$ cat config.mk
export PLATFORM = sky130hd
export DESIGN_NAME = fifo_uart_tx
export DESIGN_NICKNAME = d
export VERILOG_FILES = /design/src/rtl/fifo_uart_tx.sv
export SDC_FILE = /design/constraint.sdc
export NUM_CORES = 1
export LEC_CHECK = 0
export ABC_AREA = 1
export BUFFER_PORTS_ARGS = -buffer_cell sky130_fd_sc_hd__buf_2
export CAP_MARGIN = 25
export CORE_MARGIN = 2
export CORE_UTILIZATION = 50
export DETAILED_ROUTE_END_ITERATION = 8
export PLACE_DENSITY = 0.73
export SLEW_MARGIN = 40
export SYNTH_ARGS = -nofsm -noshare
export SYNTH_HDL_FRONTEND = slang
export SYNTH_SLANG_ARGS = --single-unit
$ cat constraint.sdc
create_clock -name i_clk -period 1.4 [get_ports i_clk]
set_clock_uncertainty 0.15 [all_clocks]
set_input_delay 0.14 -clock i_clk [delete_from_list [all_inputs] [get_ports i_clk]]
set_output_delay 0.14 -clock i_clk [all_outputs]
set_load 0.02 [all_outputs]
$ cat src/rtl/fifo_uart_tx.sv
// fifo_uart_tx: UART transmitter that pulls one byte per frame from an upstream FIFO
module fifo_uart_tx #(
  parameter int CLKS_PER_BAUD = 104,
  parameter int DATA_WIDTH = 8,
  parameter int STOP_BITS = 1
) (
  input  logic                  i_clk,
  input  logic                  i_rst_n,
  input  logic                  i_en,
  input  logic                  i_empty,
  input  logic [DATA_WIDTH-1:0] i_data,
  output logic                  o_rd,
  output logic                  o_tx,
  output logic                  o_busy
);
  localparam int CW = $clog2(CLKS_PER_BAUD);
  localparam int BW = DATA_WIDTH > 1 ? $clog2(DATA_WIDTH) : 1;
  localparam logic [2:0] IDLE = 3'd0, FETCH = 3'd1, LOAD = 3'd2, START = 3'd3, DATA = 3'd4, STOP = 3'd5;
  localparam logic [CW-1:0] BAUD_LAST = CW'(CLKS_PER_BAUD - 1);
  localparam logic [BW-1:0] BIT_LAST = BW'(DATA_WIDTH - 1);
  localparam logic [BW-1:0] STOP_LAST = BW'(STOP_BITS - 1);
  logic [2:0] state;
  logic [CW-1:0] baud;
  logic [BW-1:0] bit_cnt;
  logic [DATA_WIDTH-1:0] shreg;
  logic baud_done, timing;
  assign baud_done = baud == BAUD_LAST;
  assign timing = state == START || state == DATA || state == STOP;
  assign o_rd = i_en && state == FETCH;
  assign o_busy = state != IDLE;
  always_ff @(posedge i_clk) begin
    if (!i_rst_n) begin
      state <= IDLE;
      baud <= '0;
      bit_cnt <= '0;
      shreg <= '0;
      o_tx <= 1'b1;
    end else if (i_en) begin
      baud <= timing && !baud_done ? baud + 1'b1 : '0;
      case (state)
        IDLE: if (!i_empty) state <= FETCH;
        FETCH: state <= LOAD;
        LOAD: begin
          shreg <= i_data;
          o_tx <= 1'b0;
          state <= START;
        end
        START: if (baud_done) begin
          o_tx <= shreg[0];
          shreg <= shreg >> 1;
          state <= DATA;
        end
        DATA: if (baud_done) begin
          bit_cnt <= bit_cnt == BIT_LAST ? '0 : bit_cnt + 1'b1;
          o_tx <= bit_cnt == BIT_LAST ? 1'b1 : shreg[0];
          shreg <= shreg >> 1;
          state <= bit_cnt == BIT_LAST ? STOP : DATA;
        end
        STOP: if (baud_done) begin
          bit_cnt <= bit_cnt == STOP_LAST ? '0 : bit_cnt + 1'b1;
          state <= bit_cnt == STOP_LAST ? IDLE : STOP;
        end
        default: state <= IDLE;
      endcase
    end
  end
endmodule
# Word level (Yosys, flattened, before mapping)
# Cells that the tools add are included.
[op_classes]
n_eq_ne = 12
muxes = 19
add_sub_neg = 2
reduce_logical = 16
[ops]
columns = ["operator", "n"]
rows = [
  ["two-way mux 3 bit", 9],
  ["case mux 3 bit (6 select lines)", 1],
  ["case mux 8 bit (2 select lines)", 1],
  ["equality test 3 bit (second input constant)", 3],
  ["two-way mux 8 bit", 1],
  ["inequality test 2 bit (second input constant)", 4],
  ["AND reduction 4 bit", 2],
  ["adder 7 x 1 -> 7 bit (second input constant)", 1],
  ["equality test 7 bit (second input constant)", 1],
  ["two-way mux 7 bit", 1],
  ["equality test 3 x 2 -> 1 bit (second input constant)", 2],
  ["zero test 3 bit", 2],
  ["case mux 3 bit (2 select lines)", 1],
  ["nonzero test 3 bit", 2],
  ["AND reduction 5 bit", 1],
  ["two-way mux 1 bit", 4],
  ["nonzero test 2 bit", 2],
  ["adder 3 x 1 -> 3 bit (second input constant)", 1],
  ["equality test 3 x 1 -> 1 bit (second input constant)", 1],
  ["case mux 1 bit (3 select lines)", 1],
  ["AND reduction 3 bit", 1],
  ["logical AND 1 bit", 2],
  ["logical OR 1 bit", 2],
  ["inequality test 2 x 1 -> 1 bit (second input constant)", 1],
  ["other kinds (2)", 2],
]
[word_totals]
inputBits = 12
regBits = 22
wordCells = 54

# Depth between registers and ports, before layout
# Gate-level depths: netlist (run 1).
[depth]
word_depth = 5
mapped_depth = 9

# Least setup slack after synthesis (run 1)
# OpenSTA, ideal clock, no wires.
[synth_path]
path_type = "reg-to-reg"
from = "reg baud[0]"
to = "reg shreg[0]"
setup_slack_ps = -18
required_time_ps = 1180
setup_time_ps = 70
arrival_time_ps = 1197
stages_incl_launch_ff = 8
path_buffers = 0
path_cell_list = "dfxtp_1 > ha_1 > nand3_1 > nor2_1 > nand3_4 > nand2_4 > nand2_1 > a21oi_1"
[synth_between]
elab_chain_cells = 3
[synth_rtl]
columns = ["element", "line_no", "source"]
rows = [
  ["start: declaration", "23", "logic [CW-1:0] baud;"],
  ["start signal: assignment", "39", "baud <= timing && !baud_done ? baud + 1'b1 : '0;"],
  ["equality test 7 bit", "27", "assign baud_done = baud == BAUD_LAST;"],
  ["inequality test 2 x 1 -> 1 bit (no line)", "-", ""],
  ["AND reduction 3 bit (no line)", "-", ""],
  ["end signal: assignment", "44", "shreg <= i_data;"],
  ["end signal: assignment", "50", "shreg <= shreg >> 1;"],
  ["end signal: assignment", "56", "shreg <= shreg >> 1;"],
  ["end: declaration", "25", "logic [DATA_WIDTH-1:0] shreg;"],
]
# No other way between the ends.
# A chain may end at the register's enable or synchronous reset.

# Worst setup path in the final report (run 1)
[layout_path]
from = "reg state[2]"
to = "out o_rd"
[layout_between]
elab_chain_cells = 2
[layout_rtl]
columns = ["element", "line_no", "source"]
rows = [
  ["start: declaration", "22", "logic [2:0] state;"],
  ["start signal: assignment", "57", "state <= bit_cnt == BIT_LAST ? STOP : DATA;"],
  ["start signal: assignment", "61", "state <= bit_cnt == STOP_LAST ? IDLE : STOP;"],
  ["equality test 3 x 1 -> 1 bit", "29", "assign o_rd = i_en && state == FETCH;"],
  ["logical AND 1 bit", "29", ""],
  ["end: declaration", "12", "output logic o_rd,"],
]
# No other way between the ends.

==> flow_metrics.env, run 1 <==
export IMPL_outcome="complete, but fails checks"
export IMPL_violations="negative setup slack"
export IMPL_antenna_found_initial=0
export IMPL_postSynthCellCount=175
export IMPL_globalplace_congestion=0.7790
export IMPL_crit_fanout=4
export IMPL_die_area_sq_mm=0.002816
export IMPL_ant_nets=0
export IMPL_antennaDiodeCount=0
export IMPL_cts_max_level=1
export IMPL_fin_ws_ns=-0.06413
export IMPL_hp_class="input pin to flip-flop"
export IMPL_hold_violations=0
export IMPL_synth_cell_types=24
export IMPL_worstSkewPairLatency_ns=0.32
export IMPL_nets=233
export IMPL_vias=1361
export IMPL_slew_headroom=0.8510
export IMPL_vias_per_cell=5.624
export IMPL_crit_path_start_kind="flip-flop"
export IMPL_core_area_sq_mm=0.002255
export IMPL_die_height_um=53.07
export IMPL_wirelength_um=3576
export IMPL_port_buffers=14
export IMPL_area_delta_synth_final_pct=46.05
export IMPL_min_path_cells=5
export IMPL_synth_seq_cells=22
export IMPL_rsz0062_at_grt="true"
export IMPL_cts_tree="built"
export IMPL_boundaryPins=15
export IMPL_drv_cap=0
export IMPL_p_leak_nw=0.7564
export IMPL_tns_ns=-0.4561
export IMPL_critical_path_class="flip-flop to output pin"
export IMPL_clock_sinks=22
export IMPL_fin_crit_sh=1.046
export IMPL_grt_pass1_wl_um=5430
export IMPL_drc=0
export IMPL_min_delay_start="i_data[2]"
export IMPL_std_cell_rows=17
export IMPL_first_pass_iters=4
export IMPL_utilization=0.7797
export IMPL_whs_endpoint="shreg[2]"
export IMPL_hold_ws_ns=0.02968
export IMPL_clk_pin_slew_ns=0.12
export IMPL_fp_dieW_um=53.07
export IMPL_timing_rr_end="state[2]"
export IMPL_cp_arrival_ns=1.17
export IMPL_r2r_start="state[2]"
export IMPL_drt_iter0_markers=27
export IMPL_dp_hpwl_um=2165
export IMPL_critPathRequiredTime_ns=1.11
export IMPL_grt_max_degree=12
export IMPL_cts_max_path_buffers=2
export IMPL_synth_nets=192
export IMPL_gr_total_overflow=0
export IMPL_root_buffer="clkbuf_4"
export IMPL_drive_above_1_share=0.4206
export IMPL_yosys_warnings=0
export IMPL_power_density_mw_per_mm2=789.0
export IMPL_worst_slew_pin_slew_ns=0.2232
export IMPL_fin_area_sq_mm=0.001758
export IMPL_avgSynthCellArea_sq_um=6.878
export IMPL_power_mw=1.387
export IMPL_place_area_sq_mm=0.001415
export IMPL_reg2reg_slack_ns=-0.05
export IMPL_max_freq_mhz=683.0
export IMPL_critPathCaptureType="output pin"
export IMPL_synth_area_sq_mm=0.001204
export IMPL_start_util=0.5339
export IMPL_setup_violations=14
export IMPL_first_global_vias=1243
export IMPL_grt_use_total=0.2593
export IMPL_vdd_drop_max_uv=572.2
export IMPL_numCtsBuffers=3
export IMPL_synth_seq_area_share=0.3659
export IMPL_period_needed_ns=1.464
export IMPL_ff2ff_path_depth=8
export IMPL_final_max_slew_viol_count=0
export IMPL_cp_startpoint="state[2]"
export IMPL_drt_wirelength_per_cell_um=14.78
cell families (layout without fill, tap and decap cells):
family / count (synthesis) / in the layout / share of synthesized area
fa+ha+maj: 5 / 5 / 0.05198
compound gates: 20 / 20 / 0.09252
buf+inv: 19 / 58 / 0.06132
flops: 22 / 22 / 0.3659
simple gates: 107 / 107 / 0.4137
xor+xnor: 2 / 2 / 0.01456
registers in the layout, summed over array words and instances (netlist names):
register,count
baud,7
o_tx,1
bit_cnt,3
shreg,8
state,3
power by group:
| part | switching [mW] | internal, mW | total [mW] |
|---|---|---|---|
| clock network | 0.196 | 0.101 | 0.296 |
| logic | 0.221 | 0.191 | 0.411 |
| registers | 0.0311 | 0.648 | 0.679 |
Yosys cell counts (all sizes together):
cell     n  share of area
nor3     2         0.0083
nand3   35           0.16
o22ai    1         0.0052
nor2    17          0.055
nand4    1         0.0052
xor2     2          0.015
dfxtp   22           0.37
inv     16          0.050
clkbuf   1         0.0031
nand2b   1         0.0052
a21boi   1         0.0062
buf      2         0.0083
o21ai    1         0.0042
ha       5          0.052
o21bai   3          0.019
nand2   49           0.17
nor3b    2          0.012
a21oi   14          0.058
routing by layer:
layer | vias up | track usage | wire length, um
met5 | - | 0 | 0
met4 | 0 | 0.05556 | 111
met3 | 10 | 0.03955 | 160
met2 | 41 | 0.4688 | 1808
met1 | 649 | 0.3217 | 1496
li1 | 661 | - | -
through the flow:
step,worst slack [ns],instances
floorplan,0.02120,175
global placement,-0.09151,226
detailed placement,-0.1418,226
CTS,-0.08396,238
global route,-0.1316,242
finish,-0.06413,242
worst max path at each step:
stage,endpoint,slack [ns],cells past startpoint
CTS,o_rd,-0.08,5
finish,o_rd,-0.06,5
detailed placement,shreg[2],-0.14,7
floorplan,shreg[0],0.02,7
global route,state[2],-0.13,9
global placement,shreg[1],-0.09,7
critical path: stages (launching register included):
cell,delay [ns]
dfxtp_4,0.38
inv_4,0.08
buf_6,0.11
nand3_4,0.08
nor2_4,0.09
buf_6,0.12
cell type report:
cell class | instances | area (sq um)
clock buffer | 3 | 22.52
fill | 163 | 496.7
inverter | 16 | 62.56
multi-input combinational | 134 | 869.6
sequential | 22 | 454.2
tap | 28 | 35.03
timing repair buffer | 39 | 314.1
cell usage in the layout (no fill, tap or decap):
cell type and instances:
nor2_1 10, ha_2 2, ha_1 2, xor2_2 1, o22ai_1 1, nand3_4 4
nand3_2 7, inv_2 3, nor3_2 1, nand3_1 24, a21oi_2 2, ha_4 1
dfxtp_1 15, xor2_1 1, nand2_2 9, inv_4 1, dlygate4sd3_1 3, nor3_1 1
nor3b_2 2, buf_12 2, dfxtp_2 5, buf_4 17, clkbuf_4 3, o21bai_1 3
dfxtp_4 2, nor2_2 4, buf_6 5, a21oi_1 12, buf_2 12, o21ai_0 1
nor2_4 3, inv_1 12, nand2b_4 1, nand2_4 3, a21boi_1 1, nand2_1 37
nand4_1 1
what timing repair did:
item	CTS	global route
hold buffers	3	0
setup buffers	7	4
pin swaps	6	8
endpoints found under the setup margin	24	23
resized for setup	24	34
hold endpoints to repair	4	0
Power figures use the tool's default switching activity.
==> inputs of run 2 (changes only) <==
--- a/config.mk
+++ b/config.mk
@@ -6,7 +6,7 @@
 export NUM_CORES = 1
 export LEC_CHECK = 0
 export ABC_AREA = 1
-export BUFFER_PORTS_ARGS = -buffer_cell sky130_fd_sc_hd__buf_2
+export BUFFER_PORTS_ARGS = -buffer_cell sky130_fd_sc_hd__clkbuf_2
 export CAP_MARGIN = 25
 export CORE_MARGIN = 2
 export CORE_UTILIZATION = 50
==> flow_metrics.env, run 2 (synthesized netlist as in run 1, its figures left out) <==
export IMPL_max_freq_mhz=671.5
export IMPL_regArea_sq_um=459.2
export IMPL_vias_per_cell=5.685
export IMPL_utilization=0.8269
export IMPL_clock_sinks=22
export IMPL_seq_power_share=0.454
export IMPL_antennaDiodeCount=0
export IMPL_cp_startpoint="state[1]"
export IMPL_drive_above_1_share=0.4455
export IMPL_gr_total_overflow=0
export IMPL_slew_headroom=0.8317
export IMPL_area_delta_synth_final_pct=54.89
export IMPL_fill_cells=130
export IMPL_dp_cells=226
export IMPL_cts_max_path_buffers=2
export IMPL_violations="negative setup slack"
export IMPL_first_global_vias=1350
export IMPL_die_height_um=53.07
export IMPL_vias=1410
export IMPL_std_cell_rows=17
export IMPL_die_area_sq_mm=0.002816
export IMPL_cp_slowest_cell="dfxtp_4"
export IMPL_fp_dieW_um=53.07
export IMPL_min_delay_start="i_data[1]"
export IMPL_power_mw=1.487
export IMPL_r2r_start="baud[0]"
export IMPL_fin_crit_sh=1.064
export IMPL_crit_path_start_kind="flip-flop"
export IMPL_boundaryPins=15
export IMPL_clk_pin_slew_ns=0.13
export IMPL_cts_max_level=1
export IMPL_worstSkewPairLatency_ns=0.32
export IMPL_dp_hpwl_um=2123
export IMPL_outcome="complete, but fails checks"
export IMPL_grt_use_total=0.2652
export IMPL_power_density_mw_per_mm2=797.5
export IMPL_nets=238
export IMPL_ant_nets=0
export IMPL_core_area_sq_mm=0.002255
export IMPL_tns_ns=-0.5460
export IMPL_period_needed_ns=1.489
export IMPL_power_switching_mw=0.4803
export IMPL_grt_pass1_wl_um=5478
export IMPL_reg_top3="shreg (8), baud (7)"
export IMPL_hp_class="input pin to flip-flop"
export IMPL_critPathMaxStageDelay_ns=0.40
export IMPL_p_leak_nw=0.7921
export IMPL_port_buffers=14
export IMPL_cts_tree="built"
export IMPL_vdd_drop_max_uv=706.2
export IMPL_fin_ws_ns=-0.08911
export IMPL_layout_common_cells="nand2_1 (35), nand3_1 (24), buf_4 (22)"
export IMPL_intPower_mw=1.007
export IMPL_drv_cap=0
export IMPL_drt_wirelength_per_cell_um=15.81
export IMPL_start_util=0.5339
export IMPL_p_sw_frac=0.3230
export IMPL_crit_chain="inv_2 > nand3_4 > nor2_4 > buf_6"
export IMPL_drc=0
export IMPL_fin_cells=248
export IMPL_numCtsBuffers=3
export IMPL_largest_register="shreg"
export IMPL_critPathRequiredTime_ns=1.11
export IMPL_root_buffer="clkbuf_4"
export IMPL_comb_power_share=0.295
export IMPL_hold_violations=0
export IMPL_crit_fanout=5
export IMPL_cp_arrival_ns=1.20
export IMPL_final_common_cell="nand2_1"
export IMPL_pwr_share_clk=0.251
export IMPL_first_pass_iters=4
export IMPL_globalplace_congestion=0.7804
export IMPL_rsz0062_at_grt="true"
export IMPL_setup_violations=13
export IMPL_critPathCaptureType="output pin"
export IMPL_drt_iter0_markers=37
export IMPL_multi_input_area_sq_um=915.9
export IMPL_post_place_ws_ns=-0.1380
export IMPL_wirelength_um=3920
export IMPL_antenna_found_initial=0
export IMPL_worst_slew_pin_slew_ns=0.2522
export IMPL_final_max_slew_viol_count=0
export IMPL_grt_max_degree=13
export IMPL_critical_path_class="flip-flop to output pin"
export IMPL_largest_register_ffs=8
[run 2: what timing repair did]
item	CTS	global route
pin swaps	7	15
gates resized for setup	24	49
hold buffers	3	0
hold endpoints to repair	4	0
setup buffers	9	7
endpoints found under the setup margin	24	24
[run 2: area by class of cell]
cell class                 count  share of cell area
sequential                    22              0.2463
tap                           28             0.01879
multi-input combinational    134              0.4913
inverter                      16             0.03356
timing repair buffer          44              0.1906
clock buffer                   4             0.01946
[run 2: per-layer routing]
layer	track usage	share of wire
met1	0.2867	0.40
met2	0.4646	0.51
met3	0.04802	0.040
met4	0.1795	0.041
met5	0	0
[run 2: power by group through the flow]
stage | sequential [mW] | combinational (mW) | clock (mW)
finish | 0.675 | 0.439 | 0.373
global route | 0.678 | 0.465 | 0.403
CTS | 0.673 | 0.347 | 0.371
detailed placement | 0.685 | 0.277 | 0
global placement | 0.682 | 0.272 | 0
floorplan | 0.683 | 0.172 | 0
[run 2: through the flow]
step	cell area (sq um)	hold slack (ns)
6_report	1864	0.01151
5_1_grt	1864	0.01795
4_1_cts	1619	0.001016
3_5_place_dp	1415	0.2308
3_3_place_gp	1415	0.2317
2_1_floorplan	1221	0.07410
[run 2: final timing paths]
check             cells past startpoint  slack, ns  endpoint
setup / recovery                      4      -0.09      o_rd
hold / removal                        5       0.01  shreg[1]
setup reg to reg                      7      -0.08  shreg[2]
hold reg to reg                       2       0.34  shreg[3]
[run 2: critical path, delay by kind of cell, from the launching register on]
family | cells | cell delay, ns
buffers and inverters | 2 | 0.25
DFF | 1 | 0.40
and+or+nand+nor | 2 | 0.22
==> inputs of run 3 (changes only) <==
--- a/config.mk
+++ b/config.mk
@@ -11,7 +11,9 @@
 export CORE_MARGIN = 2
 export CORE_UTILIZATION = 50
 export DETAILED_ROUTE_END_ITERATION = 8
-export PLACE_DENSITY = 0.73
+export GPL_ROUTABILITY_DRIVEN = 0
+export PLACE_DENSITY = 0.85
+export RECOVER_POWER = 50
 export SLEW_MARGIN = 40
 export SYNTH_ARGS = -nofsm -noshare
 export SYNTH_HDL_FRONTEND = slang
==> flow_metrics.env, run 3 (synthesized netlist as in run 1, its figures left out) <==
export IMPL_intPower_mw=0.9863
export IMPL_worst_slew_pin_slew_ns=0.2428
export IMPL_drv_cap=0
export IMPL_drt_wirelength_per_cell_um=16.86
export IMPL_slew_headroom=0.8389
export IMPL_crit_path_start_kind="flip-flop"
export IMPL_cp_arrival_ns=1.60
export IMPL_largest_register_ffs=8
export IMPL_fin_ws_ns=-0.1035
export IMPL_violations="negative setup slack"
export IMPL_drive_above_1_share=0.4372
export IMPL_reg2reg_slack_ns=-0.10
export IMPL_critical_path_class="flip-flop to flip-flop"
export IMPL_drc=0
export IMPL_seq_power_share=0.458
export IMPL_reg_top3="shreg (8), baud (7)"
export IMPL_largest_register="shreg"
export IMPL_period_needed_ns=1.504
export IMPL_utilization=0.8024
export IMPL_p_sw_frac=0.3369
export IMPL_max_freq_mhz=665.1
export IMPL_ff2ff_path_depth=8
export IMPL_first_global_vias=1265
export IMPL_core_area_sq_mm=0.002255
export IMPL_outcome="complete, but fails checks"
export IMPL_rsz0062_at_grt="true"
export IMPL_dp_cells=225
export IMPL_area_delta_synth_final_pct=50.31
export IMPL_antennaDiodeCount=0
export IMPL_dp_hpwl_um=2111
export IMPL_power_density_mw_per_mm2=822.1
export IMPL_drt_iter0_markers=65
export IMPL_root_buffer="clkbuf_4"
export IMPL_ant_nets=0
export IMPL_power_switching_mw=0.5012
export IMPL_final_common_cell="nand2_1"
export IMPL_fin_crit_sh=1.074
export IMPL_layout_common_cells="nand2_1 (32), nand3_1 (21), buf_4 (17)"
export IMPL_die_height_um=53.07
export IMPL_vdd_drop_max_uv=656.8
export IMPL_p_leak_nw=0.7722
export IMPL_fp_dieW_um=53.07
export IMPL_crit_fanout=5
export IMPL_grt_pass1_wl_um=5651
export IMPL_critPathCaptureType="flip-flop"
export IMPL_timing_rr_end="state[2]"
export IMPL_die_area_sq_mm=0.002816
export IMPL_grt_use_total=0.2813
export IMPL_comb_power_share=0.280
export IMPL_wirelength_um=4098
export IMPL_clk_pin_slew_ns=0.14
export IMPL_gr_total_overflow=0
export IMPL_cts_max_path_buffers=2
export IMPL_critPathRequiredTime_ns=1.49
export IMPL_setup_violations=21
export IMPL_boundaryPins=15
export IMPL_clock_sinks=22
export IMPL_final_max_slew_viol_count=0
export IMPL_grt_max_degree=13
export IMPL_vias_per_cell=6.128
export IMPL_cts_max_level=1
export IMPL_whs_endpoint="shreg[3]"
export IMPL_tns_ns=-1.335
export IMPL_r2r_start="baud[1]"
export IMPL_port_buffers=14
export IMPL_pwr_share_clk=0.262
export IMPL_antenna_found_initial=0
export IMPL_cts_tree="built"
export IMPL_fin_cells=243
export IMPL_vias=1489
export IMPL_first_pass_iters=5
export IMPL_numCtsBuffers=3
export IMPL_worstSkewPairLatency_ns=0.33
export IMPL_hp_class="input pin to flip-flop"
export IMPL_hold_violations=0
export IMPL_min_path_cells=5
export IMPL_min_delay_start="i_data[3]"
export IMPL_std_cell_rows=17
export IMPL_start_util=0.5339
export IMPL_nets=233
run 3: layout make-up:
cell class,instances,area (sq um)
multi-input combinational,134,922.1
sequential,22,455.4
fill,138,445.4
timing repair buffer,39,297.8
inverter,16,62.56
clock buffer,4,36.28
tap,28,35.03
run 3: worst max-delay path by stage:
stage / from / end / slack, ns / cells after the start
final: baud[1] / state[2] / -0.10 / 8
after global routing: baud[1] / state[2] / -0.16 / 8
after global placement: baud[0] / shreg[0] / -0.08 / 7
after detailed placement: baud[1] / shreg[6] / -0.15 / 7
after CTS: state[2] / o_rd / -0.09 / 5
after floorplan: baud[0] / shreg[0] / 0.02 / 7
run 3: stage by stage:
step / total power [mW] / setup slack, ns / instance area, sq um / hold slack (ns)
after floorplan: 0.8545 / 0.02120 / 1221 / 0.07410
after global placement: 0.9399 / -0.08447 / 1395 / 0.2290
after detailed placement: 0.9511 / -0.1528 / 1395 / 0.2227
after CTS: 1.383 / -0.08544 / 1643 / 0.0007841
after global routing: 1.536 / -0.1641 / 1809 / 0.02787
final: 1.487 / -0.1035 / 1809 / 0.01162
run 3: metal layers:
metal	part of all wire	up-vias	wire length [um]	global-route usage
li1	-	665	-	-
met1	0.38	708	1547	0.3409
met2	0.50	88	2056	0.5000
met3	0.073	28	299	0.03672
met4	0.047	0	194	0.1068
met5	0	-	0	0
run 3: worst max-delay path: stages (launching register included):
cell      delay (ns)
dfxtp_2         0.39
ha_4            0.17
nand2_2         0.09
nor2_2          0.10
nand2_1         0.09
nand2_2         0.11
nand3_4         0.10
o21bai_1        0.17
nor2_1          0.05
run 3: what timing repair did:
action,in CTS,in global routing
hold buffers,3,0
buffers inserted,8,3
setup endpoints to repair,24,24
resized for setup,33,37
hold endpoints to repair,4,0
pin swaps,8,9
run 3: power groups by stage:
stage,Combinational [mW],Sequential (mW),Clock (mW)
4_1_cts,0.336,0.672,0.375
3_5_place_dp,0.266,0.685,0
6_report,0.417,0.681,0.390
3_3_place_gp,0.257,0.683,0
2_1_floorplan,0.172,0.683,0
5_1_grt,0.440,0.682,0.414
